<file path="config.mk">
export PLATFORM = sky130hd
export DESIGN_NAME = keypad_encoder
export DESIGN_NICKNAME = d
export VERILOG_FILES = /design/src/rtl/keypad_encoder.sv
export SDC_FILE = /design/constraint.sdc
export NUM_CORES = 1
export LEC_CHECK = 0
export ABC_AREA = 1
export BUFFER_PORTS_ARGS = -buffer_cell sky130_fd_sc_hd__buf_4
export CAP_MARGIN = 20
export CORE_ASPECT_RATIO = 1.4
export CORE_UTILIZATION = 35
export DETAILED_ROUTE_END_ITERATION = 16
export PLACE_DENSITY = 0.62
export SETUP_SLACK_MARGIN = 0.4
export SLEW_MARGIN = 0
export SYNTH_ARGS = -nofsm -noshare
export SYNTH_HDL_FRONTEND = slang
export SYNTH_SLANG_ARGS = --single-unit
</file>
<file path="constraint.sdc">
create_clock -name clk -period 2.7 [get_ports clk]
set_clock_uncertainty 0.1 [all_clocks]
set_input_delay 0 -clock clk [delete_from_list [all_inputs] [get_ports clk]]
set_output_delay 0 -clock clk [all_outputs]
set_load 0.01 [all_outputs]
</file>
<file path="src/rtl/keypad_encoder.sv">
// Matrix keypad scanner/encoder: drives one row low at a time, samples the
// synchronized columns once per dwell period, debounces press and release,
// and emits a one-cycle strobe with the 5-bit key code (row*5 + col).
module keypad_encoder #(
    parameter int unsigned SCAN_DIV = 4,  // cycles each row stays driven, >= 3
    parameter int unsigned DEBOUNCE = 3   // identical samples to accept press/release, >= 1
) (
    input  logic       clk,
    input  logic       nrst,
    input  logic [4:0] col_n,
    output logic [3:0] row_n,
    output logic       valid_input,
    output logic [4:0] input_value,
    output logic       key_held
);

    localparam int unsigned DivW = $clog2(SCAN_DIV);
    localparam int unsigned CntW = $clog2(DEBOUNCE + 1);
    localparam logic [DivW-1:0] DwellLast = DivW'(SCAN_DIV - 1);
    localparam logic [CntW-1:0] CntAccept = CntW'(DEBOUNCE);
    localparam logic [CntW-1:0] CntOne = CntW'(1);

    typedef enum logic [1:0] {
        StScan,
        StDebounce,
        StEmit,
        StRelease
    } state_e;

    state_e          state_q, state_d;
    logic [4:0]      col_meta_q, col_meta_d;
    logic [4:0]      col_sync_q, col_sync_d;
    logic [DivW-1:0] dwell_q, dwell_d;
    logic [1:0]      row_q, row_d;
    logic [CntW-1:0] cnt_q, cnt_d;
    logic [4:0]      cand_q, cand_d;
    logic [4:0]      value_q, value_d;
    logic            held_q, held_d;

    logic            sample;
    logic [4:0]      col_low;
    logic            key_idle;
    logic            key_valid;
    logic [2:0]      col_idx;
    logic [4:0]      key_code;

    // Column synchronizer and free-running dwell counter; sampling happens on the last dwell cycle.
    always_comb begin
        col_meta_d = col_n;
        col_sync_d = col_meta_q;
        sample     = (dwell_q == DwellLast);
        dwell_d    = sample ? '0 : dwell_q + DivW'(1);
    end

    // Classify the synchronized sample: idle, exactly one column (valid), or multi (ignored).
    always_comb begin
        col_low   = ~col_sync_q;
        key_idle  = (col_low == 5'd0);
        key_valid = !key_idle && ((col_low & (col_low - 5'd1)) == 5'd0);
        case (col_low)
            5'b00001: col_idx = 3'd0;
            5'b00010: col_idx = 3'd1;
            5'b00100: col_idx = 3'd2;
            5'b01000: col_idx = 3'd3;
            5'b10000: col_idx = 3'd4;
            default:  col_idx = 3'd0;
        endcase
        key_code = ({3'b000, row_q} * 5'd5) + {2'b00, col_idx};
    end

    // Scan/debounce/emit/release next-state logic.
    always_comb begin
        state_d = state_q;
        row_d   = row_q;
        cnt_d   = cnt_q;
        cand_d  = cand_q;
        value_d = value_q;
        held_d  = held_q;
        unique case (state_q)
            StScan: begin
                if (sample) begin
                    if (key_valid) begin
                        cand_d = key_code;
                        if (CntAccept == CntOne) begin
                            state_d = StEmit;
                            value_d = key_code;
                            held_d  = 1'b1;
                            cnt_d   = '0;
                        end else begin
                            state_d = StDebounce;
                            cnt_d   = CntOne;
                        end
                    end else begin
                        row_d = row_q + 2'd1;
                    end
                end
            end
            StDebounce: begin
                if (sample) begin
                    if (key_valid && (key_code == cand_q)) begin
                        if (cnt_q + CntOne == CntAccept) begin
                            state_d = StEmit;
                            value_d = cand_q;
                            held_d  = 1'b1;
                            cnt_d   = '0;
                        end else begin
                            cnt_d = cnt_q + CntOne;
                        end
                    end else begin
                        // Bounce or different key: abandon and move on.
                        state_d = StScan;
                        cnt_d   = '0;
                        row_d   = row_q + 2'd1;
                    end
                end
            end
            StEmit: begin
                state_d = StRelease;
                cnt_d   = '0;
            end
            StRelease: begin
                if (sample) begin
                    // Any non-idle sample, even a multi-press, restarts the release count.
                    if (key_idle) begin
                        if (cnt_q + CntOne == CntAccept) begin
                            state_d = StScan;
                            cnt_d   = '0;
                            held_d  = 1'b0;
                            row_d   = row_q + 2'd1;
                        end else begin
                            cnt_d = cnt_q + CntOne;
                        end
                    end else begin
                        cnt_d = '0;
                    end
                end
            end
            default: state_d = StScan;
        endcase
    end

    // State registers with asynchronous active-low reset.
    always_ff @(posedge clk or negedge nrst) begin
        if (!nrst) begin
            state_q    <= StScan;
            col_meta_q <= '1;
            col_sync_q <= '1;
            dwell_q    <= '0;
            row_q      <= '0;
            cnt_q      <= '0;
            cand_q     <= '0;
            value_q    <= '0;
            held_q     <= 1'b0;
        end else begin
            state_q    <= state_d;
            col_meta_q <= col_meta_d;
            col_sync_q <= col_sync_d;
            dwell_q    <= dwell_d;
            row_q      <= row_d;
            cnt_q      <= cnt_d;
            cand_q     <= cand_d;
            value_q    <= value_d;
            held_q     <= held_d;
        end
    end

    // Outputs: one-hot-low row drive, strobe only in the emit cycle.
    always_comb begin
        row_n       = ~(4'b0001 << row_q);
        valid_input = (state_q == StEmit);
        input_value = value_q;
        key_held    = held_q;
    end

endmodule

</file>
==> results of run 1 <==
[kinds of logic after synthesis]
| family | count (synthesis) | synth area share, % |
|---|---|---|
| simple gates | 91 | 28.23 |
| flops | 29 | 43.83 |
| fa+ha+maj | 17 | 13.08 |
| buf+inv | 34 | 7.801 |
| compound gates | 17 | 6.018 |
| xor+xnor | 2 | 1.040 |
[critical path: stages, from the launching register on]
cell	delay, ps
dfstp_2	560
nor2_2	40
nor2_2	110
inv_1	50
nor3_2	110
ha_1	260
ha_2	200
inv_2	50
fa_1	420
inv_1	90
nand2_1	50
nand2_1	70
nand3_2	90
nor2_4	140
nand2_2	80
nor2_4	110
nand3_2	110
nand4_1	100
nand2_1	60
[through the flow]
step           setup TNS, ps  std cells
6_report               -2122        305
5_1_grt                -4265        305
4_1_cts                -2155        304
3_5_place_dp           -2167        283
3_3_place_gp           -1161        283
2_1_floorplan         -300.0        190
[sequential cells by signal, indices dropped and copies added (netlist names), named ones only]
signal,cells
cand_q,5
cnt_q,2
state_q,1
key_held,1
dwell_q,2
col_sync_q,5
input_value,5
col_meta_q,5
row_q,2
[cells in the mapped netlist (all sizes together)]
library cell and count:
a21oi 1, clkinv 3, inv 31, nand2 51
nor2 19, nor3 1, nand3 18, dfrtp 19
dfstp 10, xnor2 2, ha 16, fa 1
o21ai 14, o31ai 1, nand4 2, a211oi 1
[final cells by class]
type	count	area share [%]
clock inverter	2	0.6077
sequential	29	32.60
multi-input combinational	128	38.34
inverter	34	6.133
tap	62	3.425
clock buffer	6	3.646
timing repair buffer	44	15.25
[power by group through the flow]
stage	registers, mW	logic [mW]	clock network, mW
6_report	0.570	0.785	0.374
5_1_grt	0.577	0.903	0.408
4_1_cts	0.570	0.774	0.388
3_5_place_dp	0.578	0.689	0
3_3_place_gp	0.576	0.684	0
2_1_floorplan	0.569	0.475	0
[timing repair]
| action | CTS | global route |
|---|---|---|
| cloned | 1 | 0 |
| endpoints found under the setup margin | 12 | 14 |
| pin swaps | 3 | 2 |
| endpoints found under the hold margin | 34 | 0 |
| setup buffers | 6 | 1 |
| hold buffers | 6 | 0 |
| resized for setup | 5 | 4 |
[routing by layer]
metal | wire (um) | GRT usage [%] | vias up
li1 | - | - | 702
met4 | 38 | 6.405 | 0
met3 | 99 | 3.876 | 4
met2 | 1757 | 25.57 | 27
met1 | 1297 | 16.58 | 627
met5 | 0 | 0 | -
[final timing paths]
| path | depth (start not counted) | slack [ps] | from | endpoint |
|---|---|---|---|---|
| setup / recovery | 18 | -200 | col_sync_q[2] | flip-flop |
| hold / removal | 2 | 70 | nrst | input_value[2] |
| setup reg to reg | 18 | -200 | col_sync_q[2] | flip-flop |
| hold reg to reg | 0 | 250 | col_meta_q[4] | col_sync_q[4] |
| max in group asynchronous | 2 | 2110 | nrst | col_sync_q[4] |
| min in group clk | 0 | 250 | col_meta_q[4] | col_sync_q[4] |
==> out/results.tsv, run 1 <==
metric	value	unit
status	finished with violations	
failing checks	setup timing	
kind of end point of the critical path	flip-flop	
PnR Total Power	1.729	mW
Post-route DRC	0	
top post-synthesis cells by area	dfrtp_1, dfstp_2, ha_1	
TritonCTS clock tree	done	
Nets	266	
Num CTS Buffers	5	
Final Cell Area	2265	sq um
worst slew pin tran	353.3	ps
Placement Setup Slack	-220.4	ps
Die Ht	84.08	um
register area share after synthesis	43.83	%
Routed WL per cell	10.47	um
Clk pwr share	21.6	%
grt ovf	0	
max-cap violations	0	
Max Transition Viols Final	0	
min-delay worst type	in2async	
GP Congestion	0.8875	
Syn. warnings	0	
Final Routed Wirelength	3.192	mm
Net Sw Power	0.6568	mW
total number of vias	1360	
Synth top area share	28.23	%
placed cell area	2009	sq um
Startpoint Class	flip-flop	
internal power	1.072	mW
WP data required	2760	ps
Layout area overhead	34.47	%
Clock transition at path regs	70	ps
PortBufs	17	
DP Wirelength	2.263	mm
combinational group share of total power	45.4	%
most common cell after layout, fill and taps aside	buf_4	
syn avg cell area	8.864	sq um
post-synthesis cell type with the largest combined area	dfrtp_1	
drt first pass iters	4	
ant diodes	0	
core area	4572	sq um
most frequent cells in the layout	buf_4, nand2_1, inv_1, dfrtp_1, ha_1	
DR vias/cell	4.459	
Storage cell area	738.2	sq um
Cells after Synth	190	
number of antenna violations at the first check in global routing	0	
clk sinks	29	
worst hold slack	70.01	ps
io pins	18	
CTS root buffer	clkbuf_8	
row count	29	
Max Clock Freq	344.5	MHz
crit path DAT	2970	ps
number of fill cells in the layout	437	
Die X	60.63	um
Hold Fails Final Rpt	0	
cell area after synthesis	1684	sq um
unrepaired setup endpoints after global routing	yes	
H-tree levels	2	
layout cells sized above 1	40.33	%
Max-slew headroom	76.45	%
Tcrit/Tclk final	107.5	%
Antenna Violating Nets Remaining	0	
fin crit period	2902	ps
die area	5097	sq um
syn nets	214	
area of the multi-input gates	868.3	sq um
critical path class	reg2reg	
Pwr Density	763.3	nW/um^2
DRT iter0 DRCs	36	
first-pass GRT wire length	5.664	mm
Core Util, Final	49.53	%
PnR worst setup slack	-202.4	ps
Sw Share	38.00	%
Netlist cell types	25	
GRT Overall Usage	14.88	%
Seq pwr share	33.0	%
Peak supply drop	382.7	uV
clk_lat worst skew	280	ps
leak pwr	1.111	nW
Initial Util	36.84	%
largest net degree at the start of global routing	30	
Setup-failing EPs final	13	
synthesized flop and latch total	29	
vias in the first global route	1333	
worst-path fanout max	3	
Max Buffers Root-to-Sink	2	
(Power assumes the default switching activity.)
==> inputs of run 2 (changes only) <==
- ABC_AREA: 1 -> 0
- SKIP_CTS_REPAIR_TIMING: unset -> 1
==> run 2 against run 1 <==
  * The run still ends with setup timing left
  * Final area is 4.4% lower
  * Power decreased by 1.1%
  * Setup slack got worse by 440 ps
  * Die area down 4.3%
  * Synthesized cell count is 29% lower
  * Sequential cell count unchanged
  * Non-clock buffer count fell by 4
  * Routed wire length shrank 1.3%
  * Utilization is 0.70 points higher
  * Worst hold slack better by 2.8 ps
  * Highest routed layer unchanged
==> out/results.tsv, run 2 <==
metric	value	unit	change
status	finished with violations		
failing checks	setup timing		
Antenna Violating Nets Remaining	0		unchanged
Die Ht	82.23	um	-2.2%
Post-synth EDFFs	0		unchanged
worst slew pin tran	360.5	ps	+7.233 ps
Routed WL per cell	13.13	um	+25%
Final Cell Area	2165	sq um	-4.4%
clk sinks	29		unchanged
register area share after synthesis	45.88	%	+2.0 points
syn nets	158		-26%
Max Transition Viols Final	0		unchanged
CTS root buffer	clkbuf_8		
grt ovf	0		unchanged
Max Buffers Root-to-Sink	2		unchanged
Sw Share	34.11	%	-3.9 points
DR vias/cell	4.588		+2.9%
Tcrit/Tclk final	123.6	%	+16 points
first-pass GRT wire length	4.795	mm	-15%
die area	4876	sq um	-4.3%
critical path class	reg2reg		
Synth top area share	29.55	%	+1.3 points
Num CTS Buffers	5		unchanged
Peak supply drop	341.8	uV	-11%
Netlist cell types	41		+64%
GP Congestion	0.7593		-14%
min-delay worst type	in2async		
most common cell in the synthesized netlist	dfrtp_1		
Clock transition at path regs	70	ps	about the same
placed cell area	1919	sq um	-4.5%
drt first pass iters	3		-1
number of fill cells in the layout	381		-13%
Setup-failing EPs final	12		-1
number of antenna violations at the first check in global routing	0		unchanged
Seq pwr share	34.0	%	+1.0 points
Commonest cells post-synth	dfrtp_1, ha_1, inv_1		
PnR worst setup slack	-638.1	ps	-435.8 ps
GRT Overall Usage	13.56	%	-1.3 points
most frequent cells in the layout	buf_4, dfrtp_1, ha_1, inv_1, dfstp_2		
leak pwr	1.016	nW	-8.6%
layout cells sized above 1	45.56	%	+5.2 points
core area	4309	sq um	-5.7%
worst path bufs/invs	2		-1
DRT iter0 DRCs	13		-64%
PortBufs	17		unchanged
DP Wirelength	2.207	mm	-2.5%
Top FF cell, synth	dfrtp_1		
slowest CP cell	dfstp_2		
critical path, cell by cell	xnor2_2 -> nor3b_2 -> ha_1 -> ha_2 -> inv_2 -> fa_2 -> xnor2_1 -> nor3_2 -> o211ai_1 -> nor2_2 -> and4_1 -> buf_6 -> mux2_4		
Nets	203		-24%
vias in the first global route	1050		-21%
crit path DAT	3400	ps	+430 ps
setup_tns	-6859	ps	-4737 ps
synthesized flop and latch total	29		unchanged
Clk pwr share	25.6	%	+4.0 points
clk_lat worst skew	280	ps	about the same
H-tree levels	2		unchanged
ant diodes	0		unchanged
fraction of registers with async set/reset	100.0	%	unchanged
TritonCTS clock tree	done		
Startpoint Class	flip-flop		
WP data required	2770	ps	about the same
total number of vias	1101		-19%
row count	28		-3.4%
Placement Setup Slack	-729.5	ps	-509.1 ps
combinational group share of total power	40.4	%	-5.0 points
delay-heaviest family, CP	adder cells		
post-synthesis cell type with the largest combined area	dfrtp_1		
Hold Fails Final Rpt	0		unchanged
Cells after Synth	134		-29%
unrepaired setup endpoints after global routing	yes		
Layout area overhead	34.53	%	about the same
Syn. warnings	0		unchanged
Pwr Density	789.8	nW/um^2	+3.5%
kind of end point of the critical path	flip-flop		
Max Clock Freq	299.6	MHz	-13%
max-cap violations	0		unchanged
io pins	18		unchanged
largest net degree at the start of global routing	30		unchanged
internal power	1.126	mW	+5.1%
CP peak stage delay	600	ps	+40 ps
worst hold slack	72.77	ps	+2.758 ps
Max-slew headroom	75.97	%	-0.48 points
Initial Util	37.34	%	+0.50 points
Final Routed Wirelength	3.151	mm	-1.3%
fin crit period	3338	ps	+435.8 ps
Net Sw Power	0.5831	mW	-11%
worst-path fanout max	6		+3
syn avg cell area	12.01	sq um	+35%
Post-route DRC	0		unchanged
cell area after synthesis	1609	sq um	-4.5%
Die X	59.31	um	-2.2%
top post-synthesis cells by area	dfrtp_1, dfstp_2, ha_1		
most common cell after layout, fill and taps aside	buf_4		
-- run 2: cell count changes in the layout (fill, tap and decap cells not counted), moves of 5 or more --
cell	previous run	this run
nand3_1	11	4
inv_1	29	12
nor2_1	11	4
nand2_1	36	6
nand3_2	6	1
o21ai_1	8	1
nand2_2	14	1
mux2_4	0	7
nor2_4	5	0
buf_4	38	32
-- run 2: worst paths after layout --
check,cells past startpoint,start,slack (ps),end
setup reg to reg,13,col_sync_q[2],-640,input_value[3]
setup / recovery,13,col_sync_q[2],-640,input_value[3]
max in group asynchronous,2,nrst,2110,col_sync_q[0]
hold reg to reg,0,col_meta_q[3],250,col_sync_q[3]
hold / removal,2,nrst,70,cand_q[2]
min in group clk,0,col_meta_q[3],250,col_sync_q[3]
-- run 2: worst reg2reg max path: stages, from the launching register on --
cell      delay [ps]
dfstp_2          600
xnor2_2           90
nor3b_2          200
ha_1             260
ha_2             180
inv_2             60
fa_2             450
xnor2_1          160
nor3_2           160
o211ai_1         180
nor2_2           150
and4_1           190
buf_6            140
mux2_4           300
-- run 2: layout make-up --
type | count | area, sq um | area share [%]
clock buffer | 7 | 107.6 | 4.971
tap | 60 | 75.07 | 3.468
clock inverter | 1 | 7.507 | 0.3468
sequential | 29 | 738.2 | 34.10
inverter | 13 | 48.80 | 2.254
timing repair buffer | 40 | 322.8 | 14.91
multi-input combinational | 90 | 864.6 | 39.94
-- run 2: power groups by stage --
stage / Clock, mW / Sequential (mW) / Combinational [mW]
global placement: 0 / 0.585 / 0.619
finish: 0.438 / 0.581 / 0.690
global route: 0.471 / 0.592 / 0.778
floorplan: 0 / 0.578 / 0.424
CTS: 0.453 / 0.581 / 0.649
detailed placement: 0 / 0.589 / 0.645
-- run 2: layer usage --
layer,up-vias,GRT usage (%),part of all wire [%]
met4,0,5.714,0.60
met2,17,22.92,54
met1,532,15.62,43
met5,-,0,0
li1,550,-,-
met3,2,4.206,2.8
-- run 2: cells by family (layout without fill, tap and decap cells) --
| family | after synthesis | after routing | share of synthesized area [%] |
|---|---|---|---|
| flip-flops | 29 | 29 | 45.88 |
| XOR/XNOR | 9 | 9 | 4.899 |
| AO/OA/AOI/OAI | 20 | 20 | 9.176 |
| AND/OR/NAND/NOR | 33 | 33 | 13.45 |
| multiplexers | 11 | 11 | 8.943 |
| buffers and inverters | 15 | 61 | 3.966 |
| adder cells (fa/ha/maj) | 17 | 17 | 13.69 |
-- run 2: per-stage QoR --
| step | total power [mW] | util, % | instances |
|---|---|---|---|
| 2_1_floorplan | 1.002 | - | 134 |
| 3_3_place_gp | 1.204 | 44.54 | 223 |
| 3_5_place_dp | 1.233 | 44.54 | 223 |
| 4_1_cts | 1.683 | 47.21 | 231 |
| 5_1_grt | 1.841 | 50.23 | 240 |
| 6_report | 1.710 | 50.23 | 240 |
